<file path="src/rtl/cic_pkg.sv">
// Shared helpers for the N-stage CIC decimator: log2 helper, accumulator and
// rate-port width derivations, and the parameter legality check.
package cic_pkg;

  // Smallest r such that (1 << r) >= v.
  function automatic int cic_clog2(input int v);
    int r;
    r = 0;
    for (int i = 0; i < 31; i++) begin
      if ((1 << i) < v) r = i + 1;
    end
    return r;
  endfunction

  // Integrator/comb width that holds the full (R*M)^N growth at MAX_RATE.
  function automatic int cic_acc_w(input int din_w, input int stages,
                                   input int max_rate, input int diff_dly);
    return din_w + stages * cic_clog2(max_rate * diff_dly);
  endfunction

  // Rate port must be able to carry MAX_RATE itself.
  function automatic int cic_rate_w(input int max_rate);
    return cic_clog2(max_rate) + 1;
  endfunction

  // Legal parameter space of the decimator.
  function automatic bit cic_params_ok(input int din_w, input int stages,
                                       input int max_rate, input int diff_dly,
                                       input int dout_w);
    bit ok;
    ok = 1'b1;
    if (din_w < 1) ok = 1'b0;
    if (stages < 1 || stages > 6) ok = 1'b0;
    if (max_rate < 2 || max_rate > 1024) ok = 1'b0;
    if ((max_rate & (max_rate - 1)) != 0) ok = 1'b0;
    if (diff_dly < 1 || diff_dly > 2) ok = 1'b0;
    if (dout_w < 1 || dout_w > cic_acc_w(din_w, stages, max_rate, diff_dly)) ok = 1'b0;
    return ok;
  endfunction

endpackage

</file>
<file path="src/rtl/cic_comb_stage.sv">
// One CIC comb stage: y = x - x[n-M] with an M-deep delay line that only
// advances when the stage fires, followed by a registered output.
module cic_comb_stage #(
  parameter int W        = 26,
  parameter int DIFF_DLY = 2
) (
  input  logic                i_clk,
  input  logic                i_flush,
  input  logic                i_en,
  input  logic signed [W-1:0] i_x,
  output logic                o_vld,
  output logic signed [W-1:0] o_y
);

  logic signed [W-1:0] r_dly [DIFF_DLY];
  logic signed [W-1:0] r_y;
  logic                r_vld;

  // Difference against the oldest delay tap and shift the delay line on enable.
  always_ff @(posedge i_clk) begin
    if (i_flush) begin
      r_vld <= 1'b0;
      r_y   <= '0;
      for (int i = 0; i < DIFF_DLY; i++) r_dly[i] <= '0;
    end else begin
      r_vld <= i_en;
      if (i_en) begin
        r_y      <= i_x - r_dly[DIFF_DLY-1];
        r_dly[0] <= i_x;
        for (int i = 1; i < DIFF_DLY; i++) r_dly[i] <= r_dly[i-1];
      end
    end
  end

  assign o_vld = r_vld;
  assign o_y   = r_y;

endmodule

</file>
<file path="src/rtl/cic_decim_nstage.sv">
// Parametrised N-stage CIC decimator with valid-qualified input, runtime
// decimation rate (latched at reset/flush), scaled output and output strobe.
// Optional build macro CIC_DECIM_ROUND_EN: round-half-up with positive
// saturation before the output slice; otherwise the output is truncated.
module cic_decim_nstage
  import cic_pkg::*;
#(
  parameter int  DIN_W    = 8,
  parameter int  STAGES   = 3,
  parameter int  MAX_RATE = 32,
  parameter int  DIFF_DLY = 2,
  parameter int  DOUT_W   = 16,
  localparam int ACC_W    = cic_acc_w(DIN_W, STAGES, MAX_RATE, DIFF_DLY),
  localparam int RATE_W   = cic_rate_w(MAX_RATE)
) (
  input  logic                     cic_clk,
  input  logic                     cic_rstn,
  input  logic                     cic_clr,
  input  logic [RATE_W-1:0]        cic_rate,
  input  logic                     cic_din_vld,
  input  logic signed [DIN_W-1:0]  cic_din,
  output logic                     cic_dout_vld,
  output logic signed [DOUT_W-1:0] cic_dout
);

  if (!cic_params_ok(DIN_W, STAGES, MAX_RATE, DIFF_DLY, DOUT_W)) begin : g_param_check
    $error("cic_decim_nstage: illegal parameter combination");
  end

  localparam logic [RATE_W-1:0] RATE_MAX = RATE_W'(MAX_RATE);

`ifdef CIC_DECIM_ROUND_EN
  localparam int                RND_SH   = (ACC_W > DOUT_W) ? (ACC_W - DOUT_W - 1) : 0;
  localparam logic [ACC_W:0]    RND_HALF = (ACC_W > DOUT_W) ? ((ACC_W+1)'(1) << RND_SH) : '0;

  // Round half up, clamping the only possible overflow (positive) to +max.
  function automatic logic signed [DOUT_W-1:0] f_scale(input logic signed [ACC_W-1:0] v);
    logic [ACC_W:0] s;
    s = {v[ACC_W-1], v} + RND_HALF;
    if (s[ACC_W] != s[ACC_W-1]) return {1'b0, {(DOUT_W-1){1'b1}}};
    return s[ACC_W-1 -: DOUT_W];
  endfunction
`else
  // Plain truncation of the low-order bits (floor).
  function automatic logic signed [DOUT_W-1:0] f_scale(input logic signed [ACC_W-1:0] v);
    return v[ACC_W-1 -: DOUT_W];
  endfunction
`endif

  logic                     w_flush;
  logic                     w_dec_stb;
  logic signed [ACC_W-1:0]  w_din_ext;
  logic [RATE_W-1:0]        r_rate_q;
  logic [RATE_W-1:0]        r_cnt;
  logic signed [ACC_W-1:0]  r_int [STAGES];
  logic signed [ACC_W-1:0]  r_cin_p0;
  logic                     r_vld_p0;
  logic signed [ACC_W-1:0]  w_x [STAGES+1];
  logic                     w_v [STAGES+1];
  logic signed [DOUT_W-1:0] r_dout;
  logic                     r_dout_vld;

  // Reset dominates flush; both clear everything and reload the rate.
  assign w_flush   = !cic_rstn || cic_clr;
  assign w_din_ext = {{(ACC_W-DIN_W){cic_din[DIN_W-1]}}, cic_din};
  assign w_dec_stb = cic_din_vld && (r_cnt == r_rate_q - 1'b1);

  // Latch the decimation rate only on reset/flush; illegal values fall back to MAX_RATE.
  always_ff @(posedge cic_clk) begin
    if (w_flush) begin
      if (cic_rate == '0 || cic_rate > RATE_MAX) r_rate_q <= RATE_MAX;
      else                                       r_rate_q <= cic_rate;
    end
  end

  // Registered integrator chain and sample counter, advancing only on valid input.
  always_ff @(posedge cic_clk) begin
    if (w_flush) begin
      r_cnt <= '0;
      for (int k = 0; k < STAGES; k++) r_int[k] <= '0;
    end else if (cic_din_vld) begin
      r_int[0] <= r_int[0] + w_din_ext;
      for (int k = 1; k < STAGES; k++) r_int[k] <= r_int[k] + r_int[k-1];
      r_cnt <= w_dec_stb ? '0 : r_cnt + 1'b1;
    end
  end

  // ---- stage p0: capture the last integrator on the decimation strobe ----
  always_ff @(posedge cic_clk) begin
    if (w_flush) begin
      r_vld_p0 <= 1'b0;
      r_cin_p0 <= '0;
    end else begin
      r_vld_p0 <= w_dec_stb;
      if (w_dec_stb) r_cin_p0 <= r_int[STAGES-1];
    end
  end

  assign w_x[0] = r_cin_p0;
  assign w_v[0] = r_vld_p0;

  // ---- comb pipeline: one registered stage per cycle ----
  for (genvar k = 0; k < STAGES; k++) begin : g_comb
    cic_comb_stage #(
      .W        (ACC_W),
      .DIFF_DLY (DIFF_DLY)
    ) u_comb (
      .i_clk   (cic_clk),
      .i_flush (w_flush),
      .i_en    (w_v[k]),
      .i_x     (w_x[k]),
      .o_vld   (w_v[k+1]),
      .o_y     (w_x[k+1])
    );
  end

  // ---- output stage: scale the comb result and hold it until the next strobe ----
  always_ff @(posedge cic_clk) begin
    if (w_flush) begin
      r_dout_vld <= 1'b0;
      r_dout     <= '0;
    end else begin
      r_dout_vld <= w_v[STAGES];
      if (w_v[STAGES]) r_dout <= f_scale(w_x[STAGES]);
    end
  end

  assign cic_dout_vld = r_dout_vld;
  assign cic_dout     = r_dout;

endmodule

</file>
<file path="config.mk">
export PLATFORM = sky130hd
export DESIGN_NAME = cic_decim_nstage
export DESIGN_NICKNAME = d
export VERILOG_FILES = /design/src/rtl/cic_pkg.sv /design/src/rtl/cic_comb_stage.sv /design/src/rtl/cic_decim_nstage.sv
export SDC_FILE = /design/constraint.sdc
export NUM_CORES = 1
export LEC_CHECK = 0
export BUFFER_PORTS_ARGS = -buffer_cell sky130_fd_sc_hd__clkbuf_2
export CAP_MARGIN = 20
export CORE_MARGIN = 1.5
export CORE_UTILIZATION = 50
export CTS_CLUSTER_SIZE = 30
export DETAILED_ROUTE_END_ITERATION = 8
export PLACE_DENSITY = 0.8
export SYNTH_ARGS = -nofsm -noshare
export SYNTH_HDL_FRONTEND = slang
export SYNTH_SLANG_ARGS = --single-unit
export TNS_END_PERCENT = 50
</file>
<file path="constraint.sdc">
create_clock -name cic_clk -period 2.8 [get_ports cic_clk]
set_input_delay 0.28 -clock cic_clk [delete_from_list [all_inputs] [get_ports cic_clk]]
set_output_delay 0.28 -clock cic_clk [all_outputs]
set_load 0.1 [all_outputs]
</file>
# [Yosys cells after proc, flatten, opt, wreduce, memory -nomap -nowiden]
# Memories as Yosys holds them, arrays and structs flattened.
# Index checks and enable logic that the tools add are counted.
# Widths: inputs -> output; s select.
[totals] regBits=137 ram_bits=234 in_bits=18 out_inout_bits=17 wordCells=64 n_memories=4
[memory_table] name="r_int" words=3 width=26 read_ports=3 rd_ports_with_merged_regs=0 write_ports=3 line="cic_decim_nstage.sv:55" rtl="logic signed [ACC_W-1:0] r_int [STAGES];"
[memory_table] name="g_comb[0].u_comb.r_dly" words=2 width=26 read_ports=2 rd_ports_with_merged_regs=0 write_ports=2 line="cic_comb_stage.sv:15" rtl="logic signed [W-1:0] r_dly [DIFF_DLY];"
[memory_table] name="g_comb[1].u_comb.r_dly" words=2 width=26 read_ports=2 rd_ports_with_merged_regs=0 write_ports=2 line="cic_comb_stage.sv:15"
[memory_table] name="g_comb[2].u_comb.r_dly" words=2 width=26 read_ports=2 rd_ports_with_merged_regs=0 write_ports=2 line="cic_comb_stage.sv:15"
[op_classes] addsub=8 n_lt_le_gt_ge=1 n_eq_ne=1 mux=24 bitwise_logic=9 n_reduce_logical=5
[op_table] cell="$mux 26" n=9
[op_table] cell="$sub 26x26->26" n=3
[op_table] cell="$add 26x26->26" n=2
[op_table] cell="$add 26x8->26" n=1
[op_table] cell="$mux 1" n=14
[op_table] cell="$or 1x1->1" n=9
[op_table] cell="$add 6x1->6 const B" n=1
[op_table] cell="$eq 6x6->1" n=1
[op_table] cell="$gt 6x6->1 const B" n=1
[op_table] cell="$logic_not 6->1" n=1
[op_table] cell="$mux 6" n=1
[op_table] cell="$sub 6x1->6 const B" n=1
[op_table] cell="$logic_or 1x1->1" n=2
[op_table] cell="$logic_and 1x1->1" n=1
[op_table] cell="$logic_not 1->1" n=1

# [Depth between registers and ports, before layout]
# Gate-level depths: netlist of run 1.
[depth] ltp_word=5 mapped_depth=12 ltp_nobuf=12

# [Cells and area by module]
# A second synthesis of run 1 with hierarchy kept.
[hier_totals] cells_unflattened=2272 area_unflattened_um2=21859.7
[modules_own_cells] mod="cic_decim_nstage" n_inst=1 cells_each=990 area_per_inst_um2=8944.8 seq_area_each_um2=3523.4
[modules_own_cells] mod="cic_comb_stage (g_comb[1].u_comb ...)" n_inst=2 cells_each=428 area_per_inst_um2=4309.1 seq_area_each_um2=2102.0
[modules_own_cells] mod="cic_comb_stage (g_comb[0].u_comb)" n_inst=1 cells_each=426 area_per_inst_um2=4296.6 seq_area_each_um2=2102.0

# [Worst setup path after synthesis of run 1]
# No wires, ideal clock.
[synth_path] path_type="input to register" start="in cic_rstn" end="mem r_int[0][0] (netlist name) (enable)" setup_ns=0.788 t_arrival_ns=2.234 required_time_ns=2.012 setup_slack_ns=-0.222 stages=4 path_buffers=2 path_cell_list="nor2b_1 clkbuf_1 clkbuf_1 nand2b_1"
[synth_rtl] item="start: declaration" line="cic_decim_nstage.sv:17" rtl="input logic cic_rstn,"
[synth_rtl] item="end: declaration" line="cic_decim_nstage.sv:55"

==> flow_metrics.py, run 1 <==
metrics = {
    "placement": {
        "gp_congestion": 0.923,
        "place_inst": 2607,
        "hpwl_um": 31700,
        "portBuffers": 34,
    },
    "power": {
        "p_clk_frac": 0.409,
        "combPwrFrac": 0.113,
        "powerDensity_nw_per_um2": 532,
        "pwr-share-seq": 0.478,
        "p_switching_w": 0.00306,
        "peakVddDrop_uv": 421,
        "switching_share": 0.245,
        "intPower_w": 0.00942,
        "p_leak_nw": 10.4,
    },
    "worst_setup_path": {
        "path_cells": "buf_6 -> ha_4 -> inv_2 -> fa_2 -> nor2b_4 -> o211ai_1 -> a31oi_2 -> a311oi_4 -> buf_6 -> o21ai_4 -> a311oi_2 -> xor2_1 -> nor2_1",
        "cp-startpoint": "r_int[0][26]",
        "r2r_start": "r_int[0][26]",
        "crit_cells": 13,
        "worst-r2r-cell-count": 13,
        "cp.arrival_ns": 3.14,
        "rrSetupSlack_ns": -0.06,
        "cp-end-kind": "flip-flop",
        "crit_buf_inv": 3,
        "crit_fanout": 4,
        "path_common_cell": "buf_6",
        "crit_path_max_incr_delay_ns": 0.43,
        "crit_slowest_cell": "edfxtp_1",
        "timing.rr.end": "r_int[0][44]",
        "path_class": "reg -> reg",
        "start_kind": "flip-flop",
        "critPathTopFamily": "compound AO/OA/AOI/OAI gates",
        "cp.required_ns": 3.08,
    },
    "global_routing": {
        "grt_max_degree": 108,
        "grt_pass1_vias": 15199,
        "grt_antenna_before_repair": 0,
        "track_usage": 0.209,
        "grt_pass1_wl_um": 73400,
        "overflow": 0,
    },
    "min_path": {
        "hold_end": "r_rate_q[0]",
        "hp-class": "in -> reg",
        "min_path_cells": 2,
        "worstHoldStart": "cic_rate[0]",
    },
    "final_layout": {
        "final_cells": 2695,
        "multi_input_area_um2": 10600,
        "drive_gt1_frac": 0.110,
        "fillers": 3369,
        "layout.nets": 2308,
        "final_common_cell": "edfxtp_1",
        "regArea_um2": 9630,
        "diodes": 0,
        "syn_to_final_growth_pct": 12.8,
        "final_cell_mix": "edfxtp_1 (240), nor2_1 (217), and3_1 (168)",
    },
    "logic_synthesis": {
        "synth_compound_area_frac": 0.158,
        "synth_warnings": 0,
        "syn_inst": 2080,
        "syn_avg_cell_area_um2": 10.0,
        "syn_nets": 2254,
        "async_flop_share": 0,
        "synthAdderAreaFrac": 0.0956,
        "ys.flop_type": "edfxtp_1",
        "synth.largest_area_cell": "edfxtp_1",
        "synth_area_um2": 20800,
        "synth_edf_count": 240,
        "synth_top_family_by_area": "compound AO/OA/AOI/OAI gates",
        "synth.distinct_cells": 82,
        "ys_ff_latch": 361,
        "yosys.area_share.simple": 0.157,
        "synthTopCellsByArea": "edfxtp_1 (35%), dfxtp_1 (12%), ha_1 (9.1%)",
        "synth_top_area_frac": 0.346,
        "synth_mux_area_frac": 0.0347,
        "yosysSeqAreaShare": 0.463,
        "synthXorXnorAreaFrac": 0.0509,
    },
    "clocking": {
        "clockRootBuffer": "clkbuf_16",
        "cts_hold_buf": 0,
        "clk_path_buf_depth": 3,
        "cts.clk_slew.worst_paths_ns": 0.06,
        "htree_levels": 2,
        "cts_buffers": 38,
        "cts_sinks": 361,
        "clock_latency_ns": 0.54,
        "cts_tree": "yes",
    },
    "sta": {
        "worst_pin_slew_ns": 1.04,
        "final-setup-viol-count": 2,
        "setup_slack_ns": -0.0572,
        "maxSlewViolCount": 0,
        "min_period_over_period": 1.02,
        "grt_setup_unrepaired": "yes",
        "clock_skew_ns": 0.0186,
        "max_freq_mhz": 350,
        "whs_ns": 0.0507,
        "slew_headroom": 0.306,
        "period_needed_ns": 2.86,
        "hold_violations": 0,
    },
    "floorplanning": {
        "pin_count": 35,
        "start_util": 0.508,
        "num_rows": 74,
        "dieHeight_um": 207,
        "core_area_um2": 40900,
        "die_x_um": 207,
        "dieArea_um2": 42800,
    },
    "flow_run": {
        "drv_cap": 0,
    },
    "route": {
        "wirelength_um": 45200,
        "dr.pass1.iters": 5,
        "routed_via_density": 5.77,
        "wl_per_cell_um": 16.8,
        "vias": 15558,
        "drc": 0,
        "detail-route-antenna-nets": 0,
        "drt_iter0_drc": 1094,
    },
    "status": {
        "status": "complete, but fails checks",
        "failed_checks": "setup timing",
    },
}
==> area by class of cell <==
cell class / instances / area share
Clock inverter: 21 / 0.00730
Tap cell: 532 / 0.0284
Multi-Input combinational cell: 1498 / 0.452
Sequential cell: 361 / 0.410
Clock buffer: 48 / 0.0471
Timing Repair Buffer: 114 / 0.0353
Inverter: 121 / 0.0194
==> cells in the mapped netlist, types with 4 or more instances <==
| cell | instances |
|---|---|
| o21ai_0 | 93 |
| nor2_1 | 217 |
| and3_1 | 168 |
| nor2b_1 | 22 |
| or3_1 | 6 |
| a21o_1 | 96 |
| o31ai_1 | 5 |
| edfxtp_1 | 240 |
| a31oi_1 | 25 |
| nand4_1 | 26 |
| nand3b_1 | 6 |
| nand2b_1 | 25 |
| inv_1 | 120 |
| clkbuf_1 | 90 |
| o211ai_1 | 18 |
| and2_1 | 6 |
| xnor2_1 | 65 |
| nor3b_1 | 4 |
| o21bai_1 | 15 |
| dfxtp_1 | 121 |
| nor3_1 | 14 |
| mux2i_1 | 71 |
| fa_1 | 5 |
| a21oi_1 | 139 |
| o22ai_1 | 5 |
| buf_1 | 4 |
| a41oi_1 | 5 |
| nand2_1 | 99 |
| o2111ai_1 | 8 |
| ha_1 | 151 |
| o21a_1 | 13 |
| xor2_1 | 56 |
| nand3_1 | 36 |
| o31a_1 | 4 |
| a32o_1 | 4 |
| a211oi_1 | 15 |
| a21boi_0 | 8 |
==> state kept, by name (all words and copies together) (netlist names) <==
register	flops
g_comb.u_comb.o_vld	3
cic_dout	16
r_int	78
r_cnt	6
cic_dout_vld	1
r_vld_p0	1
r_rate_q	6
r_cin_p0	26
g_comb.u_comb.r_dly	156
g_comb.u_comb.o_y	68
==> worst max path at each step <==
stage / to
global placement: g_comb[1].u_comb.o_y[24]
global route: r_int[0][44]
floorplan: r_int[0][74]
CTS: r_int[0][44]
finish: r_int[0][44]
detailed placement: g_comb[1].u_comb.o_y[24]
==> cells by family (layout without fill, tap and decap cells) <==
group,after synthesis,count (layout)
DFF,361,361
muxes,72,72
AOI/OAI and AO/OA,499,499
and+or+nand+nor,650,650
adders and majority gates,156,156
buffers and inverters,221,304
xor gates and xnor gates,121,121
==> through the flow <==
stage          utilization  setup WS [ns]  power, W  TNS, ns  cell area [um^2]
3_5_place_dp         0.531         -0.243   0.00740    -1.58             21700
6_report             0.573        -0.0572    0.0125   -0.107             23500
3_3_place_gp         0.531         -0.154   0.00735   -0.256             21700
2_1_floorplan            -          0.112   0.00702        0             20800
5_1_grt              0.573         -0.168    0.0129   -0.854             23500
4_1_cts              0.565        -0.0570    0.0125   -0.180             23100
==> layer usage <==
layer | wire (um) | GRT usage | part of all wire | vias to the layer above
li1 | - | - | - | 7693
met1 | 19100 | 0.249 | 0.42 | 7495
met2 | 23200 | 0.385 | 0.51 | 266
met3 | 1330 | 0.0245 | 0.029 | 104
met4 | 1520 | 0.0812 | 0.034 | 0
met5 | 0 | 0 | 0 | -
==> power groups by stage <==
stage / clock (W) / sequential, W / combinational [W]
finish: 0.00511 / 0.00597 / 0.00141
global route: 0.00537 / 0.00598 / 0.00156
CTS: 0.00518 / 0.00596 / 0.00135
detailed placement: 0 / 0.00608 / 0.00133
global placement: 0 / 0.00607 / 0.00128
floorplan: 0 / 0.00602 / 0.00100
==> what timing repair did <==
action	4_1_cts	5_1_grt
pin swaps	12	29
setup buffers	2	15
resized for setup	20	32
endpoints found under the setup margin	15	28
Power figures use the tool's default switching activity.
==> run 2: changes to the inputs <==
Settings changed: CORE_MARGIN 1.5 to 2.
==> run 2 against run 1 <==
Compared with the run above:
- the flow still finishes with violations (setup timing)
- clock power decreased by 2%
- worst hold slack got worse by 0.0031 ns
- final cell count up 0.11%
- combinational power about the same
- fmax down 1.0%
- flip-flop and latch count unchanged
- largest cell class unchanged
==> flow_metrics.py, run 2 (same netlist as run 1, synthesis figures left out) <==
metrics = {
    "min_path": {
        "worstHoldStart": "cic_rate[4]",
        "hp-class": "in -> reg",
        "hold_end": "r_rate_q[4]",
        "min_path_cells": 2,
    },
    "placement": {
        "dp_slack_ns": -0.224,
        "portBuffers": 34,
        "place_inst": 2607,
        "hpwl_um": 32400,
        "gp_congestion": 0.908,
    },
    "clocking": {
        "cts_sinks": 361,
        "clock_latency_ns": 0.54,
        "cts.clk_slew.worst_paths_ns": 0.06,
        "cts_hold_buf": 0,
        "clk_path_buf_depth": 3,
        "cts_tree": "yes",
        "cts_buffers": 38,
        "clockRootBuffer": "clkbuf_16",
        "htree_levels": 2,
    },
    "sta": {
        "setup_slack_ns": -0.0867,
        "clock_skew_ns": 0.0198,
        "hold_violations": 0,
        "period_needed_ns": 2.89,
        "grt_setup_unrepaired": "yes",
        "fin_tns_setup_ns": -0.122,
        "worst_pin_slew_ns": 0.925,
        "max_freq_mhz": 346,
        "whs_ns": 0.0476,
        "final-setup-viol-count": 4,
        "slew_headroom": 0.382,
        "maxSlewViolCount": 0,
        "min_period_over_period": 1.03,
    },
    "flow_run": {
        "drv_cap": 0,
    },
    "power": {
        "finalPower_w": 0.0124,
        "p_leak_nw": 10.4,
        "powerDensity_nw_per_um2": 529,
        "peakVddDrop_uv": 353,
    },
    "final_layout": {
        "top_register": "g_comb.u_comb.r_dly",
        "drive_gt1_frac": 0.110,
        "diodes": 0,
        "final_cell_mix": "edfxtp_1 (240), nor2_1 (216), and3_1 (167)",
        "layout.nets": 2310,
        "syn_to_final_growth_pct": 12.6,
        "final_cells": 2698,
        "largest_reg_flops": 156,
        "final_common_cell": "edfxtp_1",
    },
    "global_routing": {
        "grt_max_degree": 103,
        "grt_pass1_vias": 15699,
        "grt_antenna_before_repair": 0,
        "overflow": 0,
        "track_usage": 0.210,
        "grt_pass1_wl_um": 76200,
    },
    "worst_setup_path": {
        "cp-end-kind": "flip-flop",
        "start_kind": "flip-flop",
        "rrSetupSlack_ns": -0.09,
        "crit_fanout": 4,
        "timing.rr.end": "r_int[0][44]",
        "cp.arrival_ns": 3.16,
        "r2r_start": "r_int[0][26]",
        "path_class": "reg -> reg",
        "cp.required_ns": 3.07,
        "worst-r2r-cell-count": 13,
    },
    "floorplanning": {
        "start_util": 0.508,
        "num_rows": 74,
        "die_x_um": 208,
        "dieArea_um2": 43300,
        "pin_count": 35,
        "core_area_um2": 40900,
        "dieHeight_um": 208,
    },
    "status": {
        "status": "complete, but fails checks",
        "failed_checks": "setup timing",
    },
    "route": {
        "routed_via_density": 5.85,
        "vias": 15781,
        "wirelength_um": 46200,
        "detail-route-antenna-nets": 0,
        "drc": 0,
        "drt_iter0_drc": 1082,
        "wl_per_cell_um": 17.1,
        "dr.pass1.iters": 5,
    },
}
[run 2: changes by cell type in the layout (fill, tap and decap cells not counted), sizes merged]
cell    change
clkinv      -6
clkbuf      +7
buf         +2
[run 2: final cells by class]
type	instances	area, um^2
Sequential cell	361	9630
Clock inverter	15	154
Fill cell	3352	17500
Timing Repair Buffer	116	852
Multi-Input combinational cell	1498	10600
Clock buffer	55	1090
Inverter	121	454
Tap cell	532	666
[run 2: metal layers]
metal  part of all wire  vias up  GRT usage
met5                  0        -          0
met4              0.043        0     0.0944
met3              0.036      136     0.0260
met2               0.50      337      0.373
met1               0.42     7599      0.254
li1                   -     7709          -
[run 2: critical path, stage by stage, from the launching register on]
cell and delay, ns:
edfxtp_1 0.41, buf_6 0.14, ha_4 0.15, inv_2 0.05
fa_2 0.20, nor2b_2 0.05, o211ai_1 0.27, a31oi_2 0.19
a311oi_4 0.34, buf_4 0.18, o21ai_4 0.08, a311oi_2 0.31
xor2_1 0.18, nor2_1 0.05
[run 2: power breakdown]
group	internal (W)	switching [W]	leakage, nW
registers	0.00585	0.000108	3.68
logic	0.000573	0.000850	6.11
clock network	0.00291	0.00211	0.601
total	0.00933	0.00307	10.4
[run 2: how the worst max path moves through the flow]
| stage | from | end | slack, ns | depth (start not counted) |
|---|---|---|---|---|
| finish | r_int[0][26] | r_int[0][44] | -0.09 | 13 |
| global route | r_int[0][26] | r_int[0][44] | -0.24 | 13 |
| CTS | r_int[0][26] | r_int[0][50] | -0.07 | 13 |
| detailed placement | r_int[0][52] | r_int[0][76] | -0.22 | 12 |
| global placement | g_comb[0].u_comb.o_y[0] | g_comb[1].u_comb.o_y[24] | -0.15 | 12 |
| floorplan | r_int[0][26] | r_int[0][74] | 0.11 | 11 |
[run 2: what timing repair did]
action,CTS,global route
pin swaps,15,17
buffers inserted,9,11
endpoints found under the setup margin,11,31
gates resized for setup,20,31
[run 2: metrics by stage]
| step | utilization | area (um^2) |
|---|---|---|
| floorplan | - | 20800 |
| global placement | 0.531 | 21700 |
| detailed placement | 0.531 | 21700 |
| CTS | 0.566 | 23200 |
| global route | 0.572 | 23400 |
| finish | 0.572 | 23400 |
==> run 3: changes to the inputs <==
Settings changed: REMOVE_ABC_BUFFERS set to 1.
==> run 3 against run 2 <==
Compared with the run above:
- the flow now finishes without violations
- sequential share of layout area down 0.050 points
- clock-buffer cell count fell by 9
- final area up 0.12%
- final cell count decreased by 0.15%
- fmax is 3.2% higher
- utilization up 0.070 points
- first-iteration DRC count shrank 29%
- critical endpoint is now r_int[0][50]
- largest cell class unchanged
- highest routed layer unchanged
==> flow_metrics.py, run 3 (same netlist as run 1, synthesis figures left out) <==
metrics = {
    "status": {
        "status": "finished clean",
    },
    "placement": {
        "portBuffers": 34,
        "gp_congestion": 0.906,
        "hpwl_um": 30300,
        "placed_cell_area_um2": 21800,
        "dp_slack_ns": -0.218,
    },
    "clocking": {
        "clk_path_buf_depth": 3,
        "cts.clk_slew.worst_paths_ns": 0.06,
        "cts_sinks": 361,
        "cts_hold_buf": 0,
        "htree_levels": 2,
        "clock_latency_ns": 0.54,
        "cts_tree": "yes",
        "cts_buffers": 38,
        "clockRootBuffer": "clkbuf_16",
    },
    "route": {
        "drt_iter0_drc": 770,
        "wirelength_um": 43200,
        "routed_via_density": 5.77,
        "drc": 0,
        "detail-route-antenna-nets": 0,
        "dr.pass1.iters": 6,
        "vias": 15542,
        "wl_per_cell_um": 16.0,
    },
    "sta": {
        "period_needed_ns": 2.80,
        "clock_skew_ns": 0.0146,
        "setup_slack_ns": 0.00406,
        "min_period_over_period": 0.999,
        "fin_tns_setup_ns": 0,
        "maxSlewViolCount": 0,
        "grt_setup_unrepaired": "yes",
        "final-setup-viol-count": 0,
        "slew_headroom": 0.312,
        "worst_pin_slew_ns": 1.03,
        "max_freq_mhz": 358,
        "hold_violations": 0,
        "whs_ns": 0.0439,
    },
    "worst_setup_path": {
        "crit_cells": 13,
        "cp-end-kind": "flip-flop",
        "critPathTopFamily": "compound AO/OA/AOI/OAI gates",
        "path_class": "reg -> reg",
        "start_kind": "flip-flop",
        "cp.arrival_ns": 3.06,
        "crit_fanout": 3,
        "path_cells": "buf_4 -> ha_4 -> inv_2 -> fa_2 -> nor2b_2 -> o211ai_1 -> a31oi_2 -> a311oi_4 -> buf_6 -> o31ai_4 -> a311oi_2 -> xor2_1 -> nor2_1",
        "crit_path_max_incr_delay_ns": 0.40,
        "cp.required_ns": 3.07,
        "crit_slowest_cell": "edfxtp_1",
        "crit_buf_inv": 3,
        "worst-r2r-cell-count": 13,
    },
    "power": {
        "intPower_w": 0.00963,
        "combPwrFrac": 0.110,
        "p_leak_nw": 10.4,
        "p_clk_frac": 0.421,
        "peakVddDrop_uv": 406,
        "powerDensity_nw_per_um2": 541,
        "switching_share": 0.241,
        "pwr-share-seq": 0.469,
        "p_switching_w": 0.00305,
    },
    "floorplanning": {
        "pin_count": 35,
        "num_rows": 74,
        "dieArea_um2": 43300,
        "core_area_um2": 40900,
        "die_x_um": 208,
        "dieHeight_um": 208,
        "start_util": 0.508,
    },
    "global_routing": {
        "overflow": 0,
        "met2_usage": 0.354,
        "grt_antenna_before_repair": 0,
        "track_usage": 0.193,
        "grt_pass1_vias": 15151,
        "grt_max_degree": 75,
        "grt-busiest-layer": "met2",
        "grt_pass1_wl_um": 70700,
        "grt_use_met3": 0.0264,
        "use_met1": 0.230,
    },
    "final_layout": {
        "layout.nets": 2306,
        "multi_input_area_um2": 10600,
        "final_cell_mix": "edfxtp_1 (240), nor2_1 (217), and3_1 (167)",
        "regArea_um2": 9630,
        "largest_reg_flops": 156,
        "drive_gt1_frac": 0.111,
        "diodes": 0,
        "final_common_cell": "edfxtp_1",
        "top_register": "g_comb.u_comb.r_dly",
        "fillers": 3339,
        "design_area_um2": 23500,
        "syn_to_final_growth_pct": 12.7,
    },
    "min_path": {
        "min_path_cells": 2,
        "hp-class": "in -> reg",
    },
    "flow_run": {
        "drv_cap": 0,
    },
}
run 3: cell type report:
type,count,area share
Multi-Input combinational cell,1498,0.450
Timing Repair Buffer,112,0.0345
Clock inverter,24,0.0113
Sequential cell,361,0.411
Clock buffer,46,0.0458
Inverter,121,0.0194
Tap cell,532,0.0284
run 3: power by group through the flow:
stage                     clock (W)  combinational [W]  sequential (W)
after floorplan                   0           0.000982         0.00603
after global placement            0            0.00128         0.00605
after detailed placement          0            0.00133         0.00606
after CTS                   0.00541            0.00135         0.00595
after global routing        0.00562            0.00155         0.00596
final                       0.00534            0.00140         0.00595
run 3: path summary, 6_finish.rpt:
| path | start | slack [ns] | endpoint |
|---|---|---|---|
| hold / removal | cic_rate[2] | 0.04 | r_rate_q[2] |
| hold reg to reg | g_comb[2].u_comb.o_y[15] | 0.47 | g_comb[2].u_comb.o_y[15] |
| setup / recovery | r_int[0][0] | 0.004 | r_int[0][50] |
| setup reg to reg | r_int[0][0] | 0.004 | r_int[0][50] |
run 3: stage by stage:
stage                     utilization  total power, W  instances
after floorplan                     -         0.00701       1980
after global placement          0.532         0.00733       2608
after detailed placement        0.532         0.00739       2608
after CTS                       0.567          0.0127       2681
after global routing            0.573          0.0131       2694
final                           0.573          0.0127       2694
run 3: per-layer routing:
layer | wire, um | up-vias
li1 | - | 7693
met1 | 18400 | 7342
met2 | 21700 | 379
met3 | 1660 | 128
met4 | 1430 | 0
met5 | 0 | -
run 3: timing repair:
action | CTS | global route
setup buffers | 3 | 12
pin swaps | 7 | 20
resized for setup | 12 | 34
setup endpoints to repair | 16 | 30
